<file path="src/rtl/alarma_pkg.sv">
// -----------------------------------------------------------------------------
// alarma_pkg
// Shared definitions for the alarm command parser and related UART command
// blocks: ASCII character codes, alarm time limits and the parser FSM state
// encoding.
// -----------------------------------------------------------------------------
package alarma_pkg;

   // ASCII character codes
   localparam logic [7:0] CHR_A     = 8'h41;
   localparam logic [7:0] CHR_a     = 8'h61;
   localparam logic [7:0] CHR_X     = 8'h58;
   localparam logic [7:0] CHR_x     = 8'h78;
   localparam logic [7:0] CHR_COLON = 8'h3A;
   localparam logic [7:0] CHR_CR    = 8'h0D;
   localparam logic [7:0] CHR_LF    = 8'h0A;
   localparam logic [7:0] CHR_0     = 8'h30;
   localparam logic [7:0] CHR_9     = 8'h39;

   // Alarm time limits
   localparam logic [4:0] MAX_HOUR = 5'd23;
   localparam logic [5:0] MAX_MIN  = 6'd59;

   // Largest legal tens digit, checked as soon as the tens digit arrives
   localparam logic [3:0] MAX_HOUR_TENS = 4'(MAX_HOUR / 10);
   localparam logic [3:0] MAX_MIN_TENS  = 4'(MAX_MIN / 10);

   // Parser FSM state encoding
   localparam logic [2:0] ST_IDLE      = 3'd0;
   localparam logic [2:0] ST_H_TENS    = 3'd1;
   localparam logic [2:0] ST_H_UNITS   = 3'd2;
   localparam logic [2:0] ST_COLON     = 3'd3;
   localparam logic [2:0] ST_M_TENS    = 3'd4;
   localparam logic [2:0] ST_M_UNITS   = 3'd5;
   localparam logic [2:0] ST_SET_TERM  = 3'd6;
   localparam logic [2:0] ST_STOP_TERM = 3'd7;

endpackage

</file>
<file path="src/rtl/ascii_digit_dec.sv">
// -----------------------------------------------------------------------------
// ascii_digit_dec
// Combinational ASCII decimal-digit decoder.
//   byte_i     in  8  ASCII byte
//   is_digit_o out 1  byte is '0'..'9'
//   value_o    out 4  digit value (meaningful only when is_digit_o is high)
// -----------------------------------------------------------------------------
module ascii_digit_dec
   import alarma_pkg::*;
(
   input  logic [7:0] byte_i,
   output logic       is_digit_o,
   output logic [3:0] value_o
);

   assign is_digit_o = (byte_i >= CHR_0) && (byte_i <= CHR_9);

   // '0'..'9' are 0x30..0x39, so the low nibble is already the digit value.
   assign value_o = byte_i[3:0];

endmodule

</file>
<file path="src/rtl/alarma_cmd_parser.sv">
// -----------------------------------------------------------------------------
// alarma_cmd_parser
// Parses the UART byte stream into alarm-set commands:
//   "A" H H ":" M M CR  -> load strobe with ore_setare/minute_setare
//   "X" CR              -> stop strobe
// Letters are case-insensitive. Malformed commands, out-of-range values and
// inter-byte timeouts produce a cmd_err strobe. All strobes are registered
// and appear one clock after the final byte.
//   clock          in   1  system clock
//   reset          in   1  asynchronous active-low reset
//   rx_data        in   8  received byte
//   rx_valid       in   1  rx_data valid strobe
//   load           out  1  alarm setting valid pulse
//   minute_setare  out  6  alarm minutes 0..59
//   ore_setare     out  5  alarm hours 0..23
//   stop           out  1  silence/clear alarm pulse
//   cmd_err        out  1  command error pulse
//   busy           out  1  command partially received
// -----------------------------------------------------------------------------
module alarma_cmd_parser
   import alarma_pkg::*;
#(
   parameter int TIMEOUT_CYCLES = 50000000,
   parameter int TO_W           = 26
) (
   input  logic       clock,
   input  logic       reset,
   input  logic [7:0] rx_data,
   input  logic       rx_valid,
   output logic       load,
   output logic [5:0] minute_setare,
   output logic [4:0] ore_setare,
   output logic       stop,
   output logic       cmd_err,
   output logic       busy
);

   logic [2:0]      state_q,   state_d;
   logic [4:0]      hour_q,    hour_d;     // hour accumulator
   logic [5:0]      min_q,     min_d;      // minute accumulator
   logic [TO_W-1:0] to_cnt_q,  to_cnt_d;
   logic            load_q,    load_d;
   logic            stop_q,    stop_d;
   logic            err_q,     err_d;
   logic [4:0]      ore_q,     ore_d;
   logic [5:0]      minute_q,  minute_d;

   logic            dig_ok;
   logic [3:0]      dig_val;

   ascii_digit_dec u_dig (
      .byte_i     (rx_data),
      .is_digit_o (dig_ok),
      .value_o    (dig_val)
   );

   // NOTE: every variable gets a default at the top of the block so no path
   // leaves it unassigned, which would otherwise infer a latch.
   always_comb begin
      state_d  = state_q;
      hour_d   = hour_q;
      min_d    = min_q;
      to_cnt_d = to_cnt_q;
      load_d   = 1'b0;
      stop_d   = 1'b0;
      err_d    = 1'b0;
      ore_d    = ore_q;
      minute_d = minute_q;

      if (rx_valid) begin
         // A byte always wins over a timeout expiring in the same cycle.
         to_cnt_d = '0;
         case (state_q)
            ST_IDLE: begin
               if (rx_data == CHR_A || rx_data == CHR_a) begin
                  state_d = ST_H_TENS;
               end else if (rx_data == CHR_X || rx_data == CHR_x) begin
                  state_d = ST_STOP_TERM;
               end else if (rx_data != CHR_CR && rx_data != CHR_LF) begin
                  err_d = 1'b1;
               end
            end
            ST_H_TENS: begin
               if (dig_ok && dig_val <= MAX_HOUR_TENS) begin
                  hour_d  = 5'(dig_val) * 5'd10;
                  state_d = ST_H_UNITS;
               end else begin
                  err_d   = 1'b1;
                  state_d = ST_IDLE;
               end
            end
            ST_H_UNITS: begin
               if (dig_ok) begin
                  hour_d  = hour_q + 5'(dig_val);
                  state_d = ST_COLON;
               end else begin
                  err_d   = 1'b1;
                  state_d = ST_IDLE;
               end
            end
            ST_COLON: begin
               if (rx_data == CHR_COLON) begin
                  state_d = ST_M_TENS;
               end else begin
                  err_d   = 1'b1;
                  state_d = ST_IDLE;
               end
            end
            ST_M_TENS: begin
               if (dig_ok && dig_val <= MAX_MIN_TENS) begin
                  min_d   = 6'(dig_val) * 6'd10;
                  state_d = ST_M_UNITS;
               end else begin
                  err_d   = 1'b1;
                  state_d = ST_IDLE;
               end
            end
            ST_M_UNITS: begin
               if (dig_ok) begin
                  min_d   = min_q + 6'(dig_val);
                  state_d = ST_SET_TERM;
               end else begin
                  err_d   = 1'b1;
                  state_d = ST_IDLE;
               end
            end
            ST_SET_TERM: begin
               // Hour tens was limited to 2 on arrival, so 24..29 is caught here.
               if (rx_data == CHR_CR && hour_q <= MAX_HOUR) begin
                  load_d   = 1'b1;
                  ore_d    = hour_q;
                  minute_d = min_q;
               end else begin
                  err_d = 1'b1;
               end
               state_d = ST_IDLE;
            end
            ST_STOP_TERM: begin
               if (rx_data == CHR_CR) begin
                  stop_d = 1'b1;
               end else begin
                  err_d = 1'b1;
               end
               state_d = ST_IDLE;
            end
            default: state_d = ST_IDLE;
         endcase
      end else if (state_q != ST_IDLE) begin
         if (to_cnt_q == TO_W'(TIMEOUT_CYCLES - 1)) begin
            err_d    = 1'b1;
            state_d  = ST_IDLE;
            to_cnt_d = '0;
         end else begin
            to_cnt_d = to_cnt_q + 1'b1;
         end
      end
   end

   // NOTE: state registers use non-blocking assignments so every flop samples
   // the pre-edge value of every other flop.
   always_ff @(posedge clock or negedge reset) begin
      if (!reset) begin
         state_q  <= ST_IDLE;
         hour_q   <= '0;
         min_q    <= '0;
         to_cnt_q <= '0;
         load_q   <= 1'b0;
         stop_q   <= 1'b0;
         err_q    <= 1'b0;
         ore_q    <= '0;
         minute_q <= '0;
      end else begin
         state_q  <= state_d;
         hour_q   <= hour_d;
         min_q    <= min_d;
         to_cnt_q <= to_cnt_d;
         load_q   <= load_d;
         stop_q   <= stop_d;
         err_q    <= err_d;
         ore_q    <= ore_d;
         minute_q <= minute_d;
      end
   end

   assign load          = load_q;
   assign stop          = stop_q;
   assign cmd_err       = err_q;
   assign ore_setare    = ore_q;
   assign minute_setare = minute_q;
   assign busy          = (state_q != ST_IDLE);

endmodule

</file>
<file path="config.mk">
export PLATFORM = sky130hd
export DESIGN_NAME = alarma_cmd_parser
export DESIGN_NICKNAME = d
export VERILOG_FILES = /design/src/rtl/alarma_pkg.sv /design/src/rtl/ascii_digit_dec.sv /design/src/rtl/alarma_cmd_parser.sv
export SDC_FILE = /design/constraint.sdc
export NUM_CORES = 1
export LEC_CHECK = 0
export CORE_MARGIN = 1
export CORE_UTILIZATION = 45
export DETAILED_ROUTE_END_ITERATION = 10
export GPL_ROUTABILITY_DRIVEN = 0
export SYNTH_ARGS = -nofsm -noshare
export SYNTH_HDL_FRONTEND = slang
export SYNTH_SLANG_ARGS = --single-unit
</file>
<file path="constraint.sdc">
create_clock -name clock -period 2.4 [get_ports clock]
set_input_delay 0.48 -clock clock [delete_from_list [all_inputs] [get_ports clock]]
set_output_delay 0.48 -clock clock [all_outputs]
set_load 0.05 [all_outputs]
</file>
==> out/metrics.cfg, run 1 <==
[routing]
vias=2833
drtAntennaViolNets=0
viasPerCell=5.49
drc=0
firstDrtPassIters=4
routed_wl_um=7850
wl_per_cell_um=15.2
drtIter0Drc=131

[timing]
clock_skew_ps=5.72
fin_crit_sh_pct=93.2
worst_slew_pin_slew_ps=499
rsz0062_at_grt=no
max_slew_margin_pct=66.4
layout_min_cycle_time_ps=2240
drv_slew=0
finalSetupViolations=0
hold_viol_final=0
max_freq_mhz=447

[global_route]
grt_start_max_net_pins=24
grt_pass1_wl_um=13500
overflow=0
grt_usage_pct=22.6
grt_pass1_vias=2909
antenna_found_initial=0

[synth]
syn-cell-area_um2=3330
synthCells=358
async_reset_ff_share_pct=100
ys_ff_latch=54
synth_top_area_cell=dfrtp_1
syn_area_per_cell_um2=9.30
yosysTopAreaCellShare_pct=40.6
synthTopCellsByArea=dfrtp_1 41%, ha_1 4.5%, nand2_1 4.3%
ys_seq_area_share_pct=40.6
ys.flop_type=dfrtp_1
yosys.cell_types.count=66
synth_nets=383
synth-edff-count=0
yosys_warnings=0

[pwr]
switchingPower_mw=1.03
power_density_nw_per_um2=710
netSwitchingFraction_pct=35.1
p_clk_share_pct=25.5
intPower_mw=1.91
seqPwrFrac_pct=40.5
p_leak_nw=1.81
p_comb_share_pct=34.0
total_power_mw=2.93
irDropWorstVdd_v=0.000423

[placed_design]
hpwlAfterDp_um=5900
place_inst=508
portBuffers=25

[status]
status=finished clean

[clock_tree]
clkTransAtPathRegs_ps=100
clock_latency_ps=310
h-tree-depth=2
clk_path_buf_depth=2
post-cts-setup-buffers=0
hold_buffers=0
cts_tree=built
numCtsBuffers=5
clockRootBuffer=clkbuf_8
post_cts_resized=0
cts.sinks=54

[finish]
multi_input_area_um2=1860
drive_above_1_share_pct=19.0
syn_to_final_growth_pct=24.2
seq_area_um2=1350
fin_nets=444
final-instance-count-excl-fill=516
nFillCells=615
antenna_cells=0

[worst_setup_path]
critical_path_class=input port to flip-flop
rrSetupSlack_ps=170
critPathMaxFanout=8
start_kind=input port
required_ps=2640
regToRegStartpoint=to_cnt_q[0]
cp.arrival_ps=2470
ff2ff_path_depth=7
crit_start=rx_data[1]
end_kind=flip-flop
reg2reg_to=to_cnt_q[23]

[die]
die_w_um=88.0
fp.coreArea_um2=6980
initial_core_util_pct=47.7
io_pins=26
die_y_um=88.0
die-area_um2=7750
row_count=30

[flow_run]
cap_violations=0

[worst_hold_path]
hold_path_class=input port to async pin

registers in the layout (all words and copies together), names as in the netlist:
| register | flops |
|---|---|
| cmd_err | 1 |
| hour_q | 5 |
| load | 1 |
| min_q | 6 |
| minute_setare | 6 |
| ore_setare | 5 |
| state_q | 3 |
| stop | 1 |
| to_cnt_q | 26 |
metal layers:
layer / vias to the layer above / part of all wire (%) / track usage, %
li1: 1433 / - / -
met1: 1335 / 47 / 27.6
met2: 47 / 48 / 39.6
met3: 18 / 2.2 / 3.20
met4: 0 / 2.6 / 9.97
met5: - / 0 / 0
cell families after synthesis:
logic type,after synthesis,share of synthesized area (%)
buf+inv,28,3.64
flops,54,40.6
xor+xnor,18,4.73
mux,13,4.36
simple gates,161,26.4
compound gates,70,14.6
fa+ha+maj,14,5.71
synth_stat cells, types with 7 or more instances:
master and instances:
nand3_1 15, nand4_1 11, nor4_1 7, ha_1 12, a21oi_1 13, buf_2 7
dfrtp_1 54, clkbuf_1 8, mux2_2 12, xor2_1 9, nor2_1 30, nor3_1 11
nand2_1 38, inv_1 12, o21ai_0 21, xnor2_1 9, and3_1 7
metrics by stage:
step | util [%] | hold WS (ps) | TNS, ps | instance area, um^2 | setup WS (ps)
6_report | 59.2 | 121 | 0 | 4140 | 164
5_1_grt | 59.2 | 157 | 0 | 4140 | 12.5
4_1_cts | 59.2 | 140 | 0 | 4140 | 160
3_5_place_dp | 57.2 | 487 | -2160 | 3990 | -157
3_3_place_gp | 57.2 | 490 | -1490 | 3990 | -124
2_1_floorplan | - | 184 | 0 | 3330 | 293
layout by cell type, fill, tap and decap left out, types with 2 or more instances in the layout:
cell             synthesis  layout
ha_1                    12      12
nand3_1                 15      15
nor3b_1                  3       3
nor4_1                   7       7
a21o_1                   4       4
buf_4                    0      43
clkbuf_8                 0       6
o21ai_0                 21      21
inv_1                   12      12
dfrtp_1                 54      54
nand2b_1                 6       6
clkdlybuf4s50_1          0      23
a211o_1                  2       2
a211oi_1                 3       3
and3_1                   7       7
a31oi_1                  3       3
fa_1                     2       2
nand2_1                 38      38
and4_1                   4       4
nor2b_1                  4       4
nor4b_1                  2       2
o211ai_1                 2       2
a221o_1                  3       3
or3_1                    3       3
and3b_1                  2       2
bufinv_16                0       2
nand4_1                 11      11
a21oi_1                 13      13
nor3_1                  11      11
xnor2_1                  9       9
and3_2                   2       2
nand3b_1                 3       3
nor2_1                  30      30
mux2_2                  12      12
o21a_1                   2       2
buf_12                   0       3
xor2_1                   9       9
how the worst max path moves through the flow:
stage	end
finish	hour_q[4]
global route	min_q[4]
floorplan	to_cnt_q[25]
detailed placement	ore_setare[4]
global placement	minute_setare[3]
CTS	to_cnt_q[23]
power by group through the flow:
stage	sequential [mW]	combinational, mW	clock, mW
5_1_grt	1.21	1.11	0.812
6_report	1.19	0.998	0.749
3_3_place_gp	1.20	0.986	0
3_5_place_dp	1.20	0.998	0
2_1_floorplan	1.13	0.690	0
4_1_cts	1.18	1.00	0.770
cell type report:
class	instances	share of cell area, %
multi-input cells	276	44.9
flip-flops and latches	54	32.7
repair buffers	70	14.9
well taps	96	2.90
clock buffers	6	2.00
clock inverters	2	1.45
inverters	12	1.09
worst max-delay path: stages:
cell and delay, ps:
clkdlybuf4s50_1 630, inv_1 130, buf_4 160, fa_1 440, inv_1 80, a21o_1 130, a21oi_1 80, a21boi_0 180
a2bb2oi_1 170
Power figures use the tool's default switching activity.
==> run 2, diff against run 1 <==
- CORE_ASPECT_RATIO: unset -> 0.9
- CORE_MARGIN: 1 -> 8
==> out/metrics.cfg, run 2 (synthesis gave the netlist of run 1 again) <==
[timing]
worst_slew_pin_slew_ps=696  ; +197 ps
fin_crit_sh_pct=94.1  ; +0.96 points
setup_tns_ps=0  ; unchanged
drv_slew=0  ; unchanged
finalSetupViolations=0  ; unchanged
max_freq_mhz=443  ; -1.0%
max_slew_margin_pct=53.6  ; -13 points
clock_skew_ps=11.9  ; +6.23 ps
hold_viol_final=0  ; unchanged
layout_min_cycle_time_ps=2260  ; +22.9 ps
rsz0062_at_grt=no

[global_route]
grt_start_max_net_pins=55  ; +130%
grt_pass1_vias=2741  ; -5.8%
overflow=0  ; unchanged
antenna_found_initial=0  ; unchanged
grt_pass1_wl_um=14100  ; +4.4%
grt_usage_pct=16.2  ; -6.3 points

[placed_design]
portBuffers=25  ; unchanged
hpwlAfterDp_um=5950  ; +0.89%

[die]
row_count=29  ; -3.3%
die-area_um2=10400  ; +34%
initial_core_util_pct=46.8  ; -0.87 points
io_pins=26  ; unchanged
die_y_um=97.6  ; +11%
fp.coreArea_um2=7110  ; +1.9%
die_w_um=107  ; +21%

[pwr]
power_density_nw_per_um2=689  ; -2.9%
p_comb_share_pct=34.7  ; +0.7 points
seqPwrFrac_pct=42.4  ; +1.9 points
p_clk_share_pct=22.9  ; -2.6 points
switchingPower_mw=1.02  ; -0.58%
intPower_mw=1.78  ; -6.8%
netSwitchingFraction_pct=36.5  ; +1.5 points
p_leak_nw=1.77  ; -2.0%
irDropWorstVdd_v=0.000290  ; -31%

[worst_setup_path]
cp.arrival_ps=2470  ; about the same
start_kind=flip-flop
critical_path_class=flip-flop to flip-flop
required_ps=2610  ; -30 ps
critPathMaxFanout=14  ; +6
end_kind=flip-flop

[routing]
drc=0  ; unchanged
drtAntennaViolNets=0  ; unchanged
drtIter0Drc=123  ; -6.1%
vias=2915  ; +2.9%
viasPerCell=5.73  ; +4.3%
routed_wl_um=8080  ; +2.9%
firstDrtPassIters=6  ; +2
wl_per_cell_um=15.9  ; +4.4%

[finish]
syn_to_final_growth_pct=21.9
top_register=to_cnt_q
antenna_cells=0  ; unchanged
layout_common_cells=54 x dfrtp_1, 42 x buf_4, 38 x nand2_1
drive_above_1_share_pct=18.8  ; -0.30 points
layout_commonest_cell=dfrtp_1
fin_nets=441  ; -0.68%
largest_register_ffs=26  ; unchanged
finalCoreUtilization_pct=57.1  ; -2.1 points
nFillCells=684  ; +11%

[clock_tree]
clkTransAtPathRegs_ps=100  ; about the same
clock_latency_ps=320  ; about the same
clockRootBuffer=clkbuf_8
post-cts-setup-buffers=0  ; unchanged
cts_tree=built
numCtsBuffers=5  ; unchanged
h-tree-depth=2  ; unchanged
cts.sinks=54  ; unchanged
clk_path_buf_depth=2  ; unchanged

[worst_hold_path]
hold_path_class=input port to async pin

[status]
status=finished clean

[flow_run]
cap_violations=0  ; unchanged

==> run 2: area by class of cell <==
type | instances | area, um^2 | share of cell area (%)
Clock buffer | 6 | 82.6 | 2.03
Timing Repair Buffer | 67 | 571 | 14.0
Sequential cell | 54 | 1350 | 33.3
Multi-Input combinational cell | 276 | 1870 | 45.9
Clock inverter | 1 | 30.0 | 0.739
Tap cell | 93 | 116 | 2.87
Inverter | 12 | 45.0 | 1.11
==> run 2: metal layers <==
| layer | GRT usage [%] | wire, um |
|---|---|---|
| met4 | 5.08 | 110 |
| met2 | 21.5 | 3230 |
| met3 | 3.12 | 455 |
| met5 | 0 | 0 |
| met1 | 25.1 | 4280 |
==> run 2: power by group through the flow <==
stage               Combinational (mW)  Clock, mW  Sequential, mW
global route                      1.10      0.696            1.22
finish                           0.972      0.641            1.19
global placement                 0.968          0            1.20
detailed placement               0.975          0            1.20
floorplan                        0.690          0            1.13
CTS                              0.979      0.661            1.18
==> run 2: repair_timing <==
item / 4_1_cts / 5_1_grt
resized for setup: 0 / 2
hold buffers: 0 / 0
setup endpoints to repair: 0 / 3
==> run 2: critical path, cell delays in order (launching register included) <==
cell	delay [ps]
dfrtp_1	450
nand2_2	120
or4_4	510
o41a_4	590
and3_2	230
a221o_1	250
==> run 2: worst paths after layout <==
| check | from | endpoint | slack, ps | cells past startpoint |
|---|---|---|---|---|
| setup / recovery | to_cnt_q[22] | to_cnt_q[15] | 140 | 5 |
| hold / removal | reset | cmd_err | 290 | 2 |
| setup reg to reg | to_cnt_q[22] | to_cnt_q[15] | 140 | 5 |
| hold reg to reg | ore_setare[0] | ore_setare[0] | 510 | 1 |
| max in group asynchronous | reset | state_q[0] | 1650 | 2 |
| min in group clock | ore_setare[0] | ore_setare[0] | 510 | 1 |
==> run 2: through the flow <==
stage          instances  setup WS, ps  hold WS, ps  power, mW  instance area (um^2)
2_1_floorplan        358           293          184       1.82                  3330
3_3_place_gp         502          -110          490       2.17                  3940
3_5_place_dp         502          -184          495       2.18                  3940
4_1_cts              509          59.6          316       2.82                  4050
5_1_grt              509          27.8          365       3.01                  4060
6_report             509           141          291       2.80                  4060
==> run 3, diff against run 2 <==
- ABC_CLOCK_PERIOD_IN_PS: unset -> 2400
- HOLD_SLACK_MARGIN: unset -> 0.02
==> results of run 3 <==
Same layout as run 2: the final DEF is identical, and so are final timing and power.
